**src/rtl/pipeline_ctrl.sv**
```systemverilog
// Pipeline stall/flush scheduler: merges per-stage stall requests, sequences exception
// flushes (deferred while MEM is blocked) and watches for stalls that never end.
module pipeline_ctrl #(
  parameter int unsigned ADDR_WIDTH  = 32,
  parameter int unsigned WDOG_CYCLES = 1024,
  parameter int unsigned WDOG_WIDTH  = 11
) (
  input  logic                  clk,
  input  logic                  rst,
  input  logic                  stall_req_if,
  input  logic                  stall_req_id,
  input  logic                  stall_req_ex,
  input  logic                  stall_req_mem,
  input  logic                  exc_req,
  input  logic [ADDR_WIDTH-1:0] exc_target,
  output logic [5:0]            stall,
  output logic                  flush,
  output logic [ADDR_WIDTH-1:0] flush_pc,
  output logic                  stall_timeout
);

  typedef enum logic [1:0] {
    StRun,
    StWaitFlush,
    StFlush
  } state_e;

  localparam logic [WDOG_WIDTH-1:0] WdogMax = WDOG_WIDTH'(WDOG_CYCLES);
  localparam logic [5:0] ExcHold = 6'b011111;

  state_e                  state_q, state_d;
  logic [5:0]              merge_stall;
  logic                    accept;
  logic                    flush_q;
  logic [ADDR_WIDTH-1:0]   flush_pc_q;
  logic [WDOG_WIDTH-1:0]   wdog_q, wdog_d;
  logic                    timeout_q;

  // The oldest stalled stage freezes every younger stage behind it.
  always_comb begin
    merge_stall = 6'b000000;
    if (stall_req_mem) begin
      merge_stall = 6'b011111;
    end else if (stall_req_ex) begin
      merge_stall = 6'b001111;
    end else if (stall_req_id) begin
      merge_stall = 6'b000111;
    end else if (stall_req_if) begin
      merge_stall = 6'b000011;
    end
  end

  always_comb begin
    state_d = state_q;
    accept  = 1'b0;
    stall   = merge_stall;
    unique case (state_q)
      StRun: begin
        if (exc_req) begin
          accept  = 1'b1;
          stall   = ExcHold;
          state_d = stall_req_mem ? StWaitFlush : StFlush;
        end
      end
      StWaitFlush: begin
        stall = ExcHold;
        if (!stall_req_mem) begin
          state_d = StFlush;
        end
      end
      StFlush: begin
        stall   = 6'b000000;
        state_d = StRun;
      end
      default: state_d = StRun;
    endcase
    if (rst) begin
      stall = 6'b000000;
    end
  end

  always_comb begin
    wdog_d = '0;
    if (stall[0]) begin
      wdog_d = (wdog_q == WdogMax) ? wdog_q : wdog_q + 1'b1;
    end
  end

  always_ff @(posedge clk) begin
    if (rst) begin
      state_q    <= StRun;
      flush_q    <= 1'b0;
      flush_pc_q <= '0;
      wdog_q     <= '0;
      timeout_q  <= 1'b0;
    end else begin
      state_q   <= state_d;
      flush_q   <= (state_d == StFlush);
      wdog_q    <= wdog_d;
      timeout_q <= (wdog_d == WdogMax);
      if (accept) begin
        flush_pc_q <= exc_target;
      end
    end
  end

  assign flush         = flush_q;
  assign flush_pc      = flush_pc_q;
  assign stall_timeout = timeout_q;

endmodule

```
**config.mk**
```make
export PLATFORM = sky130hd
export DESIGN_NAME = pipeline_ctrl
export DESIGN_NICKNAME = d
export VERILOG_FILES = /design/src/rtl/pipeline_ctrl.sv
export SDC_FILE = /design/constraint.sdc
export NUM_CORES = 1
export LEC_CHECK = 0
export ABC_CLOCK_PERIOD_IN_PS = 1590
export BUFFER_PORTS_ARGS = -buffer_cell sky130_fd_sc_hd__buf_2
export CAP_MARGIN = 20
export CORE_MARGIN = 10
export CORE_UTILIZATION = 43
export DETAILED_ROUTE_END_ITERATION = 12
export PLACE_DENSITY = 0.78
export SYNTH_ARGS = -nofsm -noshare
export SYNTH_HDL_FRONTEND = slang
export SYNTH_SLANG_ARGS = --single-unit
```
**constraint.sdc**
```tcl
create_clock -name clk -period 1.59 [get_ports clk]
set_input_delay 0.159 -clock clk [delete_from_list [all_inputs] [get_ports clk]]
set_output_delay 0.159 -clock clk [all_outputs]
set_load 0.05 [all_outputs]
```
==> flow_metrics.py, run 1 <==
metrics = {
    "run_status": {
        "status": "finished, violations left",
        "violations": "negative setup slack",
    },
    "power_and_ir_drop": {
        "powerDensity_nw_per_um2": 1025,
        "p_sw_uw": 987.2,
        "intPower_uw": 1959,
        "comb_power_share": 0.295,
        "ir_drop_uv": 687.6,
        "finalPower_uw": 2946,
        "clockPowerShare": 0.259,
        "switching_share": 0.3351,
        "seqPwrFrac": 0.446,
        "leakage_uw": 0.001306,
    },
    "yosys": {
        "ys_ff_latch": 47,
        "yosysSeqAreaShare": 0.4817,
        "synth_area_um2": 1953,
        "ys.flop_type": "dfxtp_1",
        "synth_cell_types": 36,
        "synthCells": 242,
        "synth_edf_count": 0,
        "synth_top_area_share": 0.4817,
        "async_flop_share": 0,
        "synth_warnings": 0,
        "synth_top_cell_by_area": "dfxtp_1",
        "avgSynthCellArea_um2": 8.071,
        "synth_nets": 283,
        "ys_top_cells_by_area": "dfxtp_1 48%, nand2_1 14%, a21oi_1 9.2%",
    },
    "layout": {
        "multi_input_area_um2": 1026,
        "fin_nets": 387,
        "fillers": 376,
        "area.sequential_um2": 953.4,
        "diodes": 0,
        "final_common_cell": "buf_2",
        "final_cell_mix": "73 x buf_2, 71 x nand2_1, 39 x dfxtp_1, 35 x a21oi_1, 32 x buf_4",
        "area_growth_pct": 47.21,
        "drive_gt1_frac": 0.4323,
        "final_cells": 399,
    },
    "clocking": {
        "cts_buffer_depth": 2,
        "cts.sinks": 47,
        "cts.clk_slew.worst_paths_ps": 90,
        "clkLatencyLatePin_ps": 300,
        "cts-root-buf": "clkbuf_8",
        "cts_hold_buf": 0,
        "cts_tree": "yes",
        "cts_max_level": 2,
        "cts_buffers": 5,
    },
    "floorplanning": {
        "dieArea_um2": 7638,
        "start_util": 0.4455,
        "rows": 24,
        "die_y_um": 87.40,
        "core_area_um2": 4384,
        "die_w_um": 87.40,
        "io_pins": 79,
    },
    "worst_setup_path": {
        "critPathCaptureType": "flip-flop",
        "max_stage_delay_ps": 370,
        "critical_path_required_ps": 1790,
        "crit_path_cell_trace": "inv_2 -> ha_4 -> nor4b_4 -> nand3_2 -> or3_4 -> a2111oi_4",
        "cpMaxStageDelayCell": "or3_4",
        "critPathTopFamily": "simple AND/OR/NAND/NOR gates",
        "timing.rr.end": "stall_timeout$_SDFF_PP0_",
        "rrSetupSlack_ps": -100,
        "crit_cells": 6,
        "critPathBufInv": 1,
        "critPathLaunchType": "flip-flop",
        "crit_end": "stall_timeout$_SDFF_PP0_",
        "reg2reg_from": "wdog_q[0]$_SDFF_PP0_",
        "cp_data_arrival_time_ps": 1890,
        "cp-startpoint": "wdog_q[0]$_SDFF_PP0_",
        "critPathMaxFanout": 4,
        "path_class": "flip-flop to flip-flop",
        "r2r_cells": 6,
    },
    "routing": {
        "num_vias": 1998,
        "detail-route-antenna-nets": 0,
        "dr.pass1.iters": 4,
        "vias_per_cell": 5.008,
        "wire_per_inst_um": 15.11,
        "drt-initial-drc-count": 127,
        "drc": 0,
        "drt_wl_total_um": 6030,
    },
    "placement": {
        "io_buffers": 77,
        "place_hpwl_um": 4183,
        "gp_congestion": 0.8735,
        "post-place-ws_ps": -54.93,
        "dp.cells": 382,
    },
    "timing": {
        "hold_violations": 0,
        "setup_ws_ps": -97.48,
        "post-route-min-period_ps": 1687,
        "finalCritPeriodShare": 1.061,
        "clock_skew_ps": 9.362,
        "rsz0062_at_grt": "true",
        "final-setup-viol-count": 5,
        "final.setup.tns_ps": -250.4,
        "timing.fmax_ghz": 0.5926,
        "slew_viol_final": 0,
        "holdWs_ps": 83.90,
    },
    "grt": {
        "overflow": 0,
        "grt_pass1_vias": 2090,
        "grtUsageTotal": 0.1515,
        "antenna_found_initial": 0,
        "grt_max_degree": 33,
        "grt_pass1_wl_um": 9384,
    },
    "job": {
        "drv_cap": 0,
    },
    "min_path": {
        "worstHoldStart": "exc_target[29]",
        "min_path_type": "primary input to flip-flop",
    },
}
==> power by group through the flow <==
| stage | logic, µW | registers [µW] | clock network [µW] |
|---|---|---|---|
| 2_1_floorplan | 303 | 1510 | 0 |
| 3_3_place_gp | 746 | 1320 | 0 |
| 3_5_place_dp | 750 | 1330 | 0 |
| 4_1_cts | 815 | 1310 | 790 |
| 5_1_grt | 933 | 1320 | 838 |
| 6_report | 868 | 1310 | 763 |
==> synth_stat cells, types with 2 or more instances <==
master and count:
nand3_1 3, clkbuf_1 10, nor4_1 2, nand4_1 4, xor2_1 7, nand2_1 71
nor3_1 2, nor2_2 2, and3_1 2, a211oi_1 3, inv_1 7, dfxtp_1 47
xnor2_1 4, nor4b_2 2, a21oi_1 36, buf_4 3, nand3b_1 2, ha_1 2
and2_1 2, o21ai_0 2, nor2_1 14
==> what timing repair did <==
item	in CTS	in global routing
gates resized for setup	25	12
pin swaps	7	4
buffers inserted	6	3
endpoints found under the setup margin	5	6
==> area by class of cell <==
type	count	area share
inverter	7	0.01044
timing repair buffer	111	0.2454
multi-input combinational	174	0.3568
clock inverter	1	0.003046
clock buffer	7	0.03003
tap	52	0.02263
sequential	47	0.3316
==> worst reg2reg max path, stage by stage (launching register included) <==
cell and delay, ps:
dfxtp_2 350, inv_2 70, ha_4 120, nor4b_4 230
nand3_2 150, or3_4 370, a2111oi_4 290
==> through the flow <==
stage	instance area, µm²	utilization
6_report	2875	0.6558
5_1_grt	2875	0.6558
4_1_cts	2818	0.6427
3_5_place_dp	2592	0.5913
3_3_place_gp	2592	0.5913
2_1_floorplan	2006	-
==> how the worst min path moves through the flow <==
stage	endpoint	slack, ps	cells after the start
global placement	flush_pc[8]$_SDFFE_PP0P_	400	3
global route	flush_pc[29]$_SDFFE_PP0P_	80	3
CTS	flush_pc[29]$_SDFFE_PP0P_	80	3
finish	flush_pc[29]$_SDFFE_PP0P_	80	3
detailed placement	flush_pc[8]$_SDFFE_PP0P_	400	3
floorplan	flush$_SDFF_PP0_	240	1
==> flip-flops by register name (all words and copies together), names as in the netlist <==
name	count
state_q	2
wdog_q	11
flush	1
flush_pc	32
stall_timeout	1
==> per-layer routing <==
| layer | vias up | routed length, µm | GRT usage |
|---|---|---|---|
| met5 | - | 0 | 0 |
| met1 | 904 | 2140 | 0.1536 |
| met3 | 15 | 513 | 0.06273 |
| met2 | 73 | 3206 | 0.2632 |
| li1 | 1006 | - | - |
| met4 | 0 | 169 | 0.06957 |
==> cell families (layout without fill, tap and decap cells) <==
kind of cell | after synthesis | count (layout) | synth area share
AOI/OAI and AO/OA | 48 | 48 | 0.1480
xor gates and xnor gates | 11 | 11 | 0.04933
adders and majority gates | 2 | 2 | 0.01281
buffers and inverters | 21 | 126 | 0.04613
DFF | 47 | 47 | 0.4817
other | 1 | 1 | 0.001920
and+or+nand+nor | 112 | 112 | 0.2601
Note: power is estimated with default switching activity, not from simulation.
==> run 2, diff against run 1 <==
HOLD_SLACK_MARGIN = 0.1   (was default)
==> run 2 against run 1 <==
Effect of this change:
- the flow still finishes with violations (negative setup slack)
- sequential power hardly changed
- clock skew is 0.76 ps lower
- core utilization is 6.6 points higher
- sequential share of layout area is 3.0 points lower
- routed wire length is 9.3% higher
- final cell count is 7.3% higher
- combinational power is 7.4% higher
==> flow_metrics.py, run 2 (synthesized netlist as in run 1, its figures left out) <==
metrics = {
    "layout": {
        "final_cell_mix": "73 x buf_2, 71 x nand2_1, 39 x dfxtp_1, 35 x a21oi_1, 32 x buf_4",
        "final_cells": 428,
        "fillers": 324,
        "multi_input_area_um2": 1026,
        "area_growth_pct": 62.08,
        "diodes": 0,
        "fin_nets": 416,
        "final_common_cell": "buf_2",
        "largest_reg_flops": 32,
        "area.sequential_um2": 953.4,
        "drive_gt1_frac": 0.3989,
    },
    "clocking": {
        "cts_buffers": 5,
        "cts_buffer_depth": 2,
        "cts_tree": "yes",
        "cts.clk_slew.worst_paths_ps": 90,
        "clkLatencyLatePin_ps": 300,
        "cts-root-buf": "clkbuf_8",
        "cts_max_level": 2,
        "cts.sinks": 47,
    },
    "timing": {
        "rsz0062_at_grt": "true",
        "final-setup-viol-count": 5,
        "slew_viol_final": 0,
        "clock_skew_ps": 8.604,
        "finalCritPeriodShare": 1.060,
        "hold_violations": 0,
        "timing.fmax_ghz": 0.5933,
        "setup_ws_ps": -95.36,
        "post-route-min-period_ps": 1685,
    },
    "routing": {
        "vias_per_cell": 5.070,
        "dr.pass1.iters": 4,
        "detail-route-antenna-nets": 0,
        "drt-initial-drc-count": 118,
        "drc": 0,
        "drt_wl_total_um": 6589,
        "num_vias": 2170,
        "wire_per_inst_um": 15.39,
    },
    "min_path": {
        "whs_path_depth": 3,
        "min_path_type": "primary input to flip-flop",
    },
    "placement": {
        "io_buffers": 77,
        "post-place-ws_ps": -54.93,
        "dp.cells": 382,
        "place_hpwl_um": 4183,
        "gp_congestion": 0.8735,
    },
    "grt": {
        "grt_pass1_wl_um": 10440,
        "grtUsageTotal": 0.1681,
        "grt_max_degree": 33,
        "antenna_found_initial": 0,
        "overflow": 0,
        "grt_pass1_vias": 2319,
    },
    "worst_setup_path": {
        "r2r_cells": 6,
        "critPathCaptureType": "flip-flop",
        "timing.rr.end": "stall_timeout$_SDFF_PP0_",
        "critical_path_required_ps": 1790,
        "cp-startpoint": "wdog_q[0]$_SDFF_PP0_",
        "path_class": "flip-flop to flip-flop",
        "cp_data_arrival_time_ps": 1890,
        "max_stage_delay_ps": 370,
        "critPathMaxFanout": 4,
        "rrSetupSlack_ps": -100,
        "critPathLaunchType": "flip-flop",
        "reg2reg_from": "wdog_q[0]$_SDFF_PP0_",
        "crit_path_cell_trace": "inv_2 -> ha_4 -> nor4b_4 -> nand3_2 -> or3_4 -> a2111oi_4",
        "crit_end": "stall_timeout$_SDFF_PP0_",
        "cpMaxStageDelayCell": "or3_4",
    },
    "power_and_ir_drop": {
        "leakage_uw": 0.001427,
        "finalPower_uw": 3010,
        "powerDensity_nw_per_um2": 950.7,
        "ir_drop_uv": 711.8,
    },
    "floorplanning": {
        "die_w_um": 87.40,
        "io_pins": 79,
        "core_area_um2": 4384,
        "die_y_um": 87.40,
        "rows": 24,
        "start_util": 0.4455,
        "dieArea_um2": 7638,
    },
    "run_status": {
        "status": "finished, violations left",
        "violations": "negative setup slack",
    },
    "job": {
        "drv_cap": 0,
    },
}
## run 2: cell count changes in the layout (fill, tap and decap cells not counted), sizes merged
cell         delta
dlygate4sd3    +29
## run 2: worst max-delay path, delay by kind of cell, from the launching register on
family,cells,cell delay (ps)
adder cells (fa/ha/maj),1,120
AND/OR/NAND/NOR,3,750
buffers and inverters,1,70
flip-flops,1,350
AO/OA/AOI/OAI,1,290
## run 2: through the flow
stage | area, µm² | TNS (ps) | util | hold slack [ps]
CTS | 3088 | -245.7 | 0.7043 | 100.1
floorplan | 2006 | -411.5 | - | 237.7
global placement | 2592 | 0 | 0.5913 | 398.6
global route | 3166 | -556.7 | 0.7220 | 106.5
detailed placement | 2592 | -54.93 | 0.5913 | 404.2
finish | 3166 | -237.5 | 0.7220 | 109.1
## run 2: power breakdown
part	total, µW	internal, µW	switching (µW)	leakage (µW)
Clock	761	360	401	0.0000489
Combinational	932	388	544	0.000990
Sequential	1320	1260	58.5	0.000388
Total	3010	2010	1000	0.00143
## run 2: final cells by class
| type | count | area share |
|---|---|---|
| Tap cell | 52 | 0.02055 |
| Sequential cell | 47 | 0.3012 |
| Timing Repair Buffer | 140 | 0.3146 |
| Inverter | 7 | 0.009486 |
| Clock inverter | 1 | 0.002767 |
| Clock buffer | 7 | 0.02727 |
| Multi-Input combinational cell | 174 | 0.3241 |
## run 2: how the worst min path moves through the flow
stage / start / to / slack, ps
final: exc_target[6] / flush_pc[6]$_SDFFE_PP0P_ / 110
after global placement: exc_target[8] / flush_pc[8]$_SDFFE_PP0P_ / 400
after CTS: exc_target[6] / flush_pc[6]$_SDFFE_PP0P_ / 100
after detailed placement: exc_target[8] / flush_pc[8]$_SDFFE_PP0P_ / 400
after global routing: exc_target[6] / flush_pc[6]$_SDFFE_PP0P_ / 110
after floorplan: stall_req_mem / flush$_SDFF_PP0_ / 240
## run 2: repair_timing
item / in CTS / in global routing
setup endpoints to repair: 5 / 6
pin swaps: 7 / 4
hold buffers: 27 / 2
hold endpoints to repair: 27 / 2
setup buffers: 6 / 3
resized for setup: 25 / 12
## run 2: routing by layer
metal,vias up,share of wire,global-route usage
met2,80,0.54,0.2996
met1,1006,0.36,0.1697
met3,21,0.069,0.05993
li1,1063,-,-
met5,-,0,0
met4,0,0.032,0.07826
